**src/rtl/adc_vad_framer.sv**
```systemverilog
// Voice-activity framer: removes ADC DC offset, sums per-frame |amplitude| energy
// and tracks speech with attack/hangover hysteresis.
module adc_vad_framer #(
   parameter int FRAME_LEN     = 256,
   parameter int DC_SHIFT      = 8,
   parameter int ATTACK_FRAMES = 2,
   parameter int HANG_FRAMES   = 4,
   parameter int ENERGY_W      = 12 + $clog2(FRAME_LEN)
) (
   input  logic                clk,
   input  logic                rst,
   input  logic [11:0]         sample_in,
   input  logic                sample_valid,
   input  logic [ENERGY_W-1:0] threshold,
   output logic [ENERGY_W-1:0] frame_energy,
   output logic                frame_valid,
   output logic                speech_active,
   output logic                speech_start,
   output logic                speech_end
);

   localparam int DC_W  = 13 + DC_SHIFT;
   localparam int FC_W  = $clog2(FRAME_LEN);
   localparam int MAXF  = (ATTACK_FRAMES > HANG_FRAMES) ? ATTACK_FRAMES : HANG_FRAMES;
   localparam int CNT_W = $clog2(MAXF + 1);

   typedef enum logic [1:0] {
      ST_SILENCE = 2'd0,
      ST_ONSET   = 2'd1,
      ST_SPEECH  = 2'd2,
      ST_HANG    = 2'd3
   } state_t;

   logic [DC_W-1:0]     dc_acc_q, dc_acc_d;
   logic [12:0]         dc_est_s, centered_s;
   logic [11:0]         mag_s, mag_q;
   logic                mag_valid_q;
   logic [ENERGY_W-1:0] acc_q, frame_energy_q;
   logic [FC_W-1:0]     count_q;
   logic                frame_done_q, frame_valid_q;
   logic                loud_s;
   state_t              state_q;
   logic [CNT_W-1:0]    cnt_q;
   logic                speech_active_q, speech_start_q, speech_end_q;

   // DC estimate, centering and magnitude; the estimate never exceeds 4095 so 13 bits suffice
   always_comb begin
      dc_est_s   = dc_acc_q[DC_SHIFT +: 13];
      centered_s = {1'b0, sample_in} - dc_est_s;
      if (centered_s[12]) begin
         mag_s = 12'(13'd0 - centered_s);
      end else begin
         mag_s = centered_s[11:0];
      end
      dc_acc_d = dc_acc_q + DC_W'(sample_in) - DC_W'(dc_est_s);
   end

   // Stage 1 registers: DC tracker and magnitude pipeline
   always_ff @(posedge clk or posedge rst) begin
      if (rst) begin
         dc_acc_q    <= DC_W'(12'd2048) << DC_SHIFT;
         mag_q       <= 12'd0;
         mag_valid_q <= 1'b0;
      end else begin
         mag_valid_q <= sample_valid;
         if (sample_valid) begin
            dc_acc_q <= dc_acc_d;
            mag_q    <= mag_s;
         end
      end
   end

   // Stage 2: frame energy accumulation; frame_valid trails the energy update by one cycle
   always_ff @(posedge clk or posedge rst) begin
      if (rst) begin
         acc_q          <= '0;
         count_q        <= '0;
         frame_energy_q <= '0;
         frame_done_q   <= 1'b0;
         frame_valid_q  <= 1'b0;
      end else begin
         frame_done_q  <= 1'b0;
         frame_valid_q <= frame_done_q;
         if (mag_valid_q) begin
            if (count_q == FC_W'(FRAME_LEN - 1)) begin
               frame_energy_q <= acc_q + ENERGY_W'(mag_q);
               acc_q          <= '0;
               count_q        <= '0;
               frame_done_q   <= 1'b1;
            end else begin
               acc_q   <= acc_q + ENERGY_W'(mag_q);
               count_q <= count_q + FC_W'(1);
            end
         end
      end
   end

   // Loudness decision against the live threshold
   always_comb begin
      loud_s = (frame_energy_q > threshold);
   end

   // Voice-activity FSM with registered activity flag and one-cycle pulses
   always_ff @(posedge clk or posedge rst) begin
      if (rst) begin
         state_q         <= ST_SILENCE;
         cnt_q           <= '0;
         speech_active_q <= 1'b0;
         speech_start_q  <= 1'b0;
         speech_end_q    <= 1'b0;
      end else begin
         speech_start_q <= 1'b0;
         speech_end_q   <= 1'b0;
         if (frame_valid_q) begin
            case (state_q)
               ST_SILENCE: begin
                  if (loud_s) begin
                     if (ATTACK_FRAMES == 1) begin
                        state_q         <= ST_SPEECH;
                        cnt_q           <= '0;
                        speech_active_q <= 1'b1;
                        speech_start_q  <= 1'b1;
                     end else begin
                        state_q <= ST_ONSET;
                        cnt_q   <= CNT_W'(1);
                     end
                  end
               end
               ST_ONSET: begin
                  if (!loud_s) begin
                     state_q <= ST_SILENCE;
                     cnt_q   <= '0;
                  end else if (cnt_q + CNT_W'(1) >= CNT_W'(ATTACK_FRAMES)) begin
                     state_q         <= ST_SPEECH;
                     cnt_q           <= '0;
                     speech_active_q <= 1'b1;
                     speech_start_q  <= 1'b1;
                  end else begin
                     cnt_q <= cnt_q + CNT_W'(1);
                  end
               end
               ST_SPEECH: begin
                  if (!loud_s) begin
                     if (HANG_FRAMES == 1) begin
                        state_q         <= ST_SILENCE;
                        cnt_q           <= '0;
                        speech_active_q <= 1'b0;
                        speech_end_q    <= 1'b1;
                     end else begin
                        state_q <= ST_HANG;
                        cnt_q   <= CNT_W'(1);
                     end
                  end
               end
               ST_HANG: begin
                  if (loud_s) begin
                     state_q <= ST_SPEECH;
                     cnt_q   <= '0;
                  end else if (cnt_q + CNT_W'(1) >= CNT_W'(HANG_FRAMES)) begin
                     state_q         <= ST_SILENCE;
                     cnt_q           <= '0;
                     speech_active_q <= 1'b0;
                     speech_end_q    <= 1'b1;
                  end else begin
                     cnt_q <= cnt_q + CNT_W'(1);
                  end
               end
               default: begin
                  state_q         <= ST_SILENCE;
                  cnt_q           <= '0;
                  speech_active_q <= 1'b0;
               end
            endcase
         end
      end
   end

   assign frame_energy  = frame_energy_q;
   assign frame_valid   = frame_valid_q;
   assign speech_active = speech_active_q;
   assign speech_start  = speech_start_q;
   assign speech_end    = speech_end_q;

endmodule

```
**config.mk**
```make
export PLATFORM = sky130hd
export DESIGN_NAME = adc_vad_framer
export DESIGN_NICKNAME = d
export VERILOG_FILES = /design/src/rtl/adc_vad_framer.sv
export SDC_FILE = /design/constraint.sdc
export NUM_CORES = 1
export LEC_CHECK = 0
export BUFFER_PORTS_ARGS = -buffer_cell sky130_fd_sc_hd__buf_4
export CAP_MARGIN = 20
export CORE_ASPECT_RATIO = 0.7
export CORE_MARGIN = 2
export CORE_UTILIZATION = 55
export CTS_BUF_LIST = sky130_fd_sc_hd__clkbuf_16
export CTS_CLUSTER_SIZE = 24
export DETAILED_ROUTE_END_ITERATION = 16
export GPL_ROUTABILITY_DRIVEN = 1
export GPL_TIMING_DRIVEN = 0
export PLACE_DENSITY = 0.74
export RECOVER_POWER = 50
export SLEW_MARGIN = 20
export SYNTH_ARGS = -nofsm -noshare
export SYNTH_HDL_FRONTEND = slang
export SYNTH_SLANG_ARGS = --single-unit
export TNS_END_PERCENT = 5
```
**constraint.sdc**
```tcl
create_clock -name clk -period 4.4 [get_ports clk]
set_clock_uncertainty 0.2 [all_clocks]
set_input_delay 1.1 -clock clk [delete_from_list [all_inputs] [get_ports clk]]
set_output_delay 1.1 -clock clk [all_outputs]
set_load 0.01 [all_outputs]
```
Yosys cells after proc, flatten, opt, wreduce, memory -nomap -nowiden

Index checks and enable logic that the tools add are counted.

Register bits: 92
Input bits: 35
Output and inout bits: 24
Word-level logic and storage cells: 73

$add $sub $neg: 7
$lt $le $gt $ge: 3
Equal/unequal tests: 12
Mux-type cells: 32
Reduce and logical (&&, ||, !) cells: 6

Operator list:

| operator                | count |
|---|---|
| $add A21 B12 Y21        | 1 |
| $sub A21 B13 Y21        | 1 |
| $add A20 B12 Y20        | 1 |
| $gt A20 B20 Y1          | 1 |
| $mux W20                | 1 |
| $mux W3                 | 6 |
| $mux W1                 | 14 |
| $sub A12 B13 Y13        | 1 |
| $mux W12                | 1 |
| $mux W2                 | 6 |
| $ne A2 B2 Y1 const B    | 6 |
| $pmux W3 S4             | 1 |
| $sub A1 B12 Y12 const A | 1 |
| $add A8 B1 Y8 const B   | 1 |
| $eq A8 B8 Y1 const B    | 1 |
| $mux W8                 | 1 |
| $pmux W2 S4             | 1 |
| $ne A3 B3 Y1 const B    | 2 |
| $reduce_and A6 Y1       | 1 |
| $reduce_and A5 Y1       | 1 |
| $eq A2 B2 Y1 const B    | 2 |
| $add A3 B1 Y3 const B   | 1 |
| $ge A3 B2 Y1 const B    | 1 |
| $ge A3 B3 Y1 const B    | 1 |
| 6 further kinds         | 6 |

Depth between registers and ports, before layout

Gate-level depths: netlist (run 1).

Depth in word-level cells: 6
Depth in mapped cells: 14
Mapped depth without buffers: 14

Least setup slack after synthesis (run 1)

Ideal clock, no wire load.

Kind: input-to-reg
Start point: input sample_in[1]
End point: register dc_acc_q[15]
Setup time: 0.095 ns
Data arrival time: 3.671 ns
Data required time: 4.105 ns
Slack: 0.434 ns
Stages: 12
Path buffers: 0
Cells stage by stage: inv_1 -> fa_1 -> inv_1 -> ha_1 -> a21oi_1 -> o21ai_1 -> a2111o_1 -> and4_1 -> o311ai_2 -> a21boi_0 -> o21a_1 -> o31ai_1

Word-level cells in the longest chain between the ends: 2

Ends and longest elaborated chain:

| element              | line | source |
|---|---|---|
| start, declared      | 12   | `input logic [11:0] sample_in,` |
| $add A21 B12 Y21     | 55   | `dc_acc_d = dc_acc_q + DC_W'(sample_in) - DC_W'(dc_est_s);` |
| $sub A21 B13 Y21     | 55   |  |
| end signal, assigned | 61   | `dc_acc_q <= DC_W'(12'd2048) << DC_SHIFT;` |
| end, declared        | 34   | `logic [DC_W-1:0] dc_acc_q, dc_acc_d;` |

No other way between the ends.
A chain may end at the register's enable or synchronous reset.

Worst setup path after layout (run 1)

Same ends and word-level chain as after synthesis.

==> results of run 1 <==
==> cell usage in the layout (no fill, tap or decap), types with 6 or more instances in the layout <==
| master | count |
|---|---|
| fa_1 | 14 |
| nor2b_1 | 6 |
| xor2_1 | 21 |
| nor2_1 | 56 |
| a21oi_1 | 51 |
| nand3_1 | 20 |
| ha_1 | 70 |
| nor3_1 | 14 |
| inv_1 | 100 |
| dfrtp_1 | 91 |
| buf_4 | 56 |
| o21ai_0 | 56 |
| a21o_1 | 16 |
| o2bb2ai_1 | 14 |
| xnor2_1 | 32 |
| nand4_1 | 9 |
| clkbuf_1 | 14 |
| a211oi_1 | 7 |
| o31ai_1 | 9 |
| clkbuf_16 | 9 |
| and3_1 | 7 |
| o21a_1 | 11 |
| nand2_1 | 68 |
==> cell usage after synthesis, drive strengths merged (3+ instances only) <==
cell type	count	area, um2
nand3	20	100
nand2	68	255
xor2	21	184
a21oi	52	264
ha	70	876
xnor2	33	297
mux2	3	33.8
or3	3	20.0
o21a	11	82.6
nand4	9	56.3
or2	4	25.0
dfrtp	91	2280
a22o	6	53.8
o31ai	9	67.6
nor2b	6	37.5
nor3	14	70.1
nand2b	5	31.3
o2111ai	3	26.3
o211ai	3	22.5
clkbuf	15	86.3
a21o	18	138
o21ai	61	313
o2bb2ai	14	123
fa	14	280
mux2i	4	40.0
and2	3	18.8
a31oi	6	43.8
a211oi	9	77.6
inv	101	379
and3	7	43.8
nor2	56	210
==> metrics by stage <==
step,hold WS (ps),std cells,util
after CTS,153,1007,0.634
after floorplan,131,771,-
after global placement,135,991,0.609
after detailed placement,138,992,0.612
final,154,1007,0.631
after global routing,166,1007,0.631
==> area by class of cell <==
| type | instances | area, um2 | share of cell area |
|---|---|---|---|
| tap | 162 | 203 | 0.0262 |
| clock inverter | 6 | 47.5 | 0.00615 |
| multi-input combinational | 559 | 4030 | 0.521 |
| sequential | 92 | 2300 | 0.298 |
| timing repair buffer | 59 | 437 | 0.0565 |
| buffer | 18 | 101 | 0.0131 |
| inverter | 102 | 384 | 0.0497 |
| clock buffer | 9 | 225 | 0.0291 |
==> flip-flops by register name (all words and copies together) (netlist names), named ones only <==
name           flops
frame_valid        1
dc_acc_q          21
acc_q             20
speech_active      1
mag_valid_q        1
cnt_q              3
frame_done_q       1
frame_energy      20
speech_end         1
mag_q             12
speech_start       1
count_q            8
state_q            1
==> critical path, cell delays in order <==
cell      delay [ps]
buf_4            100
inv_1             60
fa_1             580
inv_1             60
ha_1             300
a21oi_1          140
o21ai_1          120
a2111o_1         480
and4_1           240
o311ai_2         360
a21boi_0         190
o21a_1           200
o31ai_1          190
==> power breakdown <==
part / leakage, nW / switching, W / internal, W
Clock: 0.133 / 0.000346 / 0.000386
Sequential: 1.15 / 0.000224 / 0.00114
Combinational: 2.54 / 0.00259 / 0.00191
Total: 3.83 / 0.00316 / 0.00343
==> worst paths after layout <==
kind / cells past startpoint / start / end / slack (ps)
hold / removal: 0 / frame_done_q$_DFF_PP0_ / frame_valid$_DFF_PP0_ / 150
max in group asynchronous: 3 / rst / dc_acc_q[17]$_DFFE_PP0P_ / 1090
setup / recovery: 13 / sample_in[1] / dc_acc_q[15]$_DFFE_PP0P_ / 330
hold reg to reg: 0 / frame_done_q$_DFF_PP0_ / frame_valid$_DFF_PP0_ / 150
setup reg to reg: 12 / dc_acc_q[1]$_DFFE_PP0P_ / dc_acc_q[15]$_DFFE_PP0P_ / 850
min in group asynchronous: 2 / rst / acc_q[6]$_DFFE_PP0P_ / 810
==> layer usage <==
layer / track usage / share of wire
met1: 0.390 / 0.48
met2: 0.383 / 0.44
met3: 0.0501 / 0.062
met4: 0.0500 / 0.0083
met5: 0 / 0
==> cell families after synthesis <==
family / count (synthesis) / synth area share
AO/OA/AOI/OAI: 212 / 0.204
AND/OR/NAND/NOR: 202 / 0.135
buffers and inverters: 120 / 0.0724
flip-flops: 92 / 0.337
adder cells (fa/ha/maj): 84 / 0.169
XOR/XNOR: 54 / 0.0704
multiplexers: 7 / 0.0108
==> impl_metrics.py, run 1 <==
metrics = {
    "clock_network": {
        "clkSinkCount": 92,
        "cts_hold_buf": 0,
        "cts_root_buffer": "clkbuf_16",
        "clkTransAtPathRegs_ps": 70,
        "numCtsBuffers": 9,
        "cts_max_level": 3,
        "cts_tree": "done",
        "cts_resized": 0,
        "worstSkewPairLatency_ps": 350,
        "cts_setup_buffers": 0,
        "clockBufferDepth": 2,
    },
    "hold_path": {
        "hp-class": "flop to flop",
    },
    "floorplan": {
        "dieArea_um2": 13300,
        "start_util": 0.557,
        "die_h_um": 97.2,
        "rows": 34,
        "io_pins": 59,
        "core-area_um2": 12300,
        "die-width_um": 137,
    },
    "power": {
        "ir_worst_vdd_mv": 0.375,
        "powerDensity_nw_per_um2": 853,
        "leakagePower_nw": 3.83,
        "p_total_w": 0.00660,
    },
    "synthesis": {
        "yosysSeqAreaShare": 0.337,
        "synth.net_count": 890,
        "netlist_instances": 771,
        "syn_area_um2": 6830,
        "synth_ff_type": "dfrtp_1",
        "ys_types": 65,
        "synth.avg_cell_area_um2": 8.86,
        "synth-async-reset-ratio": 1.00,
        "synth_seq_cells": 92,
        "yosysWarnings": 0,
        "synth-edff-count": 0,
    },
    "sta": {
        "fin_setup_tns_ps": 0,
        "drv_slew": 64,
        "worst_slew_pin_slew_ps": 1580,
        "setup_slack_ps": 334,
        "setup_viol": 0,
        "rsz0062_at_grt": "false",
        "min_period_ps": 4070,
        "slew_headroom": -0.0556,
        "max_freq_mhz": 246,
        "hold_viol_final": 0,
        "period_share": 0.924,
    },
    "routing": {
        "drtPass1Iterations": 5,
        "first_iter_violations": 402,
        "vias": 5833,
        "wl_per_cell_um": 16.2,
        "drc": 0,
        "wirelength_um": 16300,
        "viasPerCell": 5.79,
        "postRouteAntennaNets": 0,
    },
    "cells_and_area": {
        "n_antenna_cell": 0,
        "drive_above_1_share": 0.121,
        "finalNetCount": 960,
        "n_fill_cell": 1036,
        "synthToLayoutAreaGrowth_pct": 13.2,
        "finalInstanceArea_um2": 7730,
    },
    "placement": {
        "place_area_um2": 7500,
        "gp_routability_congestion": 0.882,
        "port-buffer-count": 58,
        "place_hpwl_um": 12700,
        "pre_cts_ws_ps": -16.8,
    },
    "job": {
        "cap_violations": 1,
    },
    "worst_setup_path": {
        "worst_setup_path_start_kind": "primary input",
        "timing.setup.critical_path_class": "primary input to flop",
        "crit_fanout": 4,
        "cp.required_ps": 4450,
        "cp.arrival_ps": 4120,
        "crit_path_end_kind": "flop",
    },
    "global_routing": {
        "grtUsageTotal": 0.257,
        "grt_max_degree": 64,
        "overflow": 0,
        "grt_pass1_vias": 5585,
        "grt_antenna_before_repair": 0,
        "grt_first_pass_wirelength_um": 27100,
    },
    "status": {
        "status": "finished, violations left",
        "violations": "capacitance limit, slew limit",
    },
}
Power figures use the tool's default switching activity.
==> run 2: changes to the inputs <==
Settings changed: CTS_CLUSTER_DIAMETER from default to 200, GPL_TIMING_DRIVEN 0 to 1.
==> run 2 against run 1 <==
Effect of this change:
- the run still ends with capacitance limit, slew limit left
- combinational power shrank 3%
- flip-flop and latch count is the same
- global-route usage shrank 1.8 points
- critical path depth is the same
- via count shrank 3.5%
- largest cell class unchanged
- worst setup slack lost 38 ps
- clock-buffer cell count is the same
- hold slack lost 0.62 ps
==> impl_metrics.py, run 2 (same netlist as run 1, synthesis figures left out) <==
metrics = {
    "placement": {
        "gp_routability_congestion": 0.894,
        "pre_cts_ws_ps": -21.8,
        "port-buffer-count": 58,
        "place_area_um2": 7390,
        "place_hpwl_um": 11700,
    },
    "hold_path": {
        "hp-start": "frame_done_q$_DFF_PP0_",
        "worstHoldEndpoint": "frame_valid$_DFF_PP0_",
        "hp-class": "flop to flop",
        "hold_path_depth": 0,
    },
    "floorplan": {
        "core-area_um2": 12300,
        "io_pins": 59,
        "die_h_um": 97.2,
        "rows": 34,
        "start_util": 0.557,
        "dieArea_um2": 13300,
        "die-width_um": 137,
    },
    "sta": {
        "rsz0062_at_grt": "false",
        "hold_viol_final": 0,
        "drv_slew": 50,
        "worst_slew_pin_slew_ps": 2110,
        "setup_viol": 0,
        "max_freq_mhz": 244,
        "period_share": 0.933,
        "setup_slack_ps": 296,
        "min_period_ps": 4100,
        "slew_headroom": -0.417,
    },
    "power": {
        "powerDensity_nw_per_um2": 848,
        "ir_worst_vdd_mv": 0.406,
        "p_total_w": 0.00650,
        "leakagePower_nw": 3.80,
    },
    "worst_setup_path": {
        "reg2reg_slack_ps": 840,
        "cp.arrival_ps": 4150,
        "timing.setup.critical_path_class": "primary input to flop",
        "r2r_start": "dc_acc_q[1]$_DFFE_PP0P_",
        "crit_path_end_kind": "flop",
        "cp.required_ps": 4450,
        "reg2reg_depth": 12,
        "r2r-end": "dc_acc_q[15]$_DFFE_PP0P_",
        "crit_fanout": 4,
        "worst_setup_path_start_kind": "primary input",
    },
    "status": {
        "violations": "capacitance limit, slew limit",
        "status": "finished, violations left",
    },
    "clock_network": {
        "clkTransAtPathRegs_ps": 70,
        "cts_root_buffer": "clkbuf_16",
        "numCtsBuffers": 9,
        "cts_resized": 0,
        "cts_tree": "done",
        "worstSkewPairLatency_ps": 340,
        "clkSinkCount": 92,
        "cts_hold_buf": 0,
        "cts_setup_buffers": 0,
        "clockBufferDepth": 2,
        "cts_max_level": 3,
    },
    "cells_and_area": {
        "drive_above_1_share": 0.120,
        "regMostFlops": "dc_acc_q",
        "n_antenna_cell": 0,
        "synthToLayoutAreaGrowth_pct": 12.2,
        "final_cell_mix": "100 x inv_1, 91 x dfrtp_1, 70 x ha_1, 68 x nand2_1, 58 x buf_4",
        "largest_reg_flops": 21,
        "finalNetCount": 946,
        "final_common_cell": "inv_1",
        "finalInstanceArea_um2": 7660,
    },
    "global_routing": {
        "grt_first_pass_wirelength_um": 25700,
        "grt_antenna_before_repair": 0,
        "grt_max_degree": 61,
        "overflow": 0,
        "grtUsageTotal": 0.239,
        "grt_pass1_vias": 5408,
    },
    "routing": {
        "first_iter_violations": 318,
        "vias": 5626,
        "drc": 0,
        "wirelength_um": 15000,
        "wl_per_cell_um": 15.1,
        "postRouteAntennaNets": 0,
        "drtPass1Iterations": 5,
        "viasPerCell": 5.66,
    },
    "job": {
        "cap_violations": 1,
    },
}
==> run 2: cell types whose count changed in the layout (fill, tap and decap cells not counted), sizes merged <==
cell           delta
inv               +1
clkbuf           -13
clkdlybuf4s15     -1
clkinv            +1
clkinvlp          -1
==> run 2: worst max-delay path by stage <==
stage / cells after the start / to / from
floorplan: 12 / dc_acc_q[15]$_DFFE_PP0P_ / sample_in[1]
detailed placement: 13 / dc_acc_q[15]$_DFFE_PP0P_ / sample_in[1]
finish: 13 / dc_acc_q[15]$_DFFE_PP0P_ / sample_in[1]
CTS: 13 / dc_acc_q[15]$_DFFE_PP0P_ / sample_in[1]
global route: 13 / dc_acc_q[15]$_DFFE_PP0P_ / sample_in[1]
global placement: 13 / dc_acc_q[15]$_DFFE_PP0P_ / sample_in[1]
==> run 2: power breakdown <==
part / switching (W) / total (W) / internal (W)
combinational: 0.00250 / 0.00438 / 0.00188
sequential: 0.000227 / 0.00136 / 0.00114
clock: 0.000356 / 0.000750 / 0.000394
total: 0.00308 / 0.00650 / 0.00341
==> run 2: area by class of cell <==
class,instances,area [um2]
well taps,162,203
clock inverters,7,58.8
multi-input cells,559,4030
inverters,102,384
fillers,1035,4590
repair buffers,63,458
clock buffers,9,225
flip-flops and latches,92,2300
==> run 2: worst max-delay path, cell delays in order <==
cell and delay, ps:
buf_4 100, inv_1 50, fa_1 590, inv_1 60
ha_1 280, a21oi_1 160, o21ai_1 130, a2111o_1 470
and4_1 230, o311ai_2 400, a21boi_0 200, o21a_1 200
o31ai_1 180
==> run 2: routing by layer <==
layer	track usage	share of wire	vias to the layer above
li1	-	-	2795
met4	0.0412	0.0075	0
met3	0.0355	0.047	12
met5	0	0	-
met1	0.364	0.51	2673
met2	0.366	0.44	146
==> run 2: through the flow <==
step	util	hold WS [ps]	setup TNS, ps	instances
6_report	0.626	153	0	994
5_1_grt	0.626	165	0	994
4_1_cts	0.627	153	0	994
3_5_place_dp	0.604	138	-21.8	978
3_3_place_gp	0.604	136	0	978
2_1_floorplan	-	131	0	771
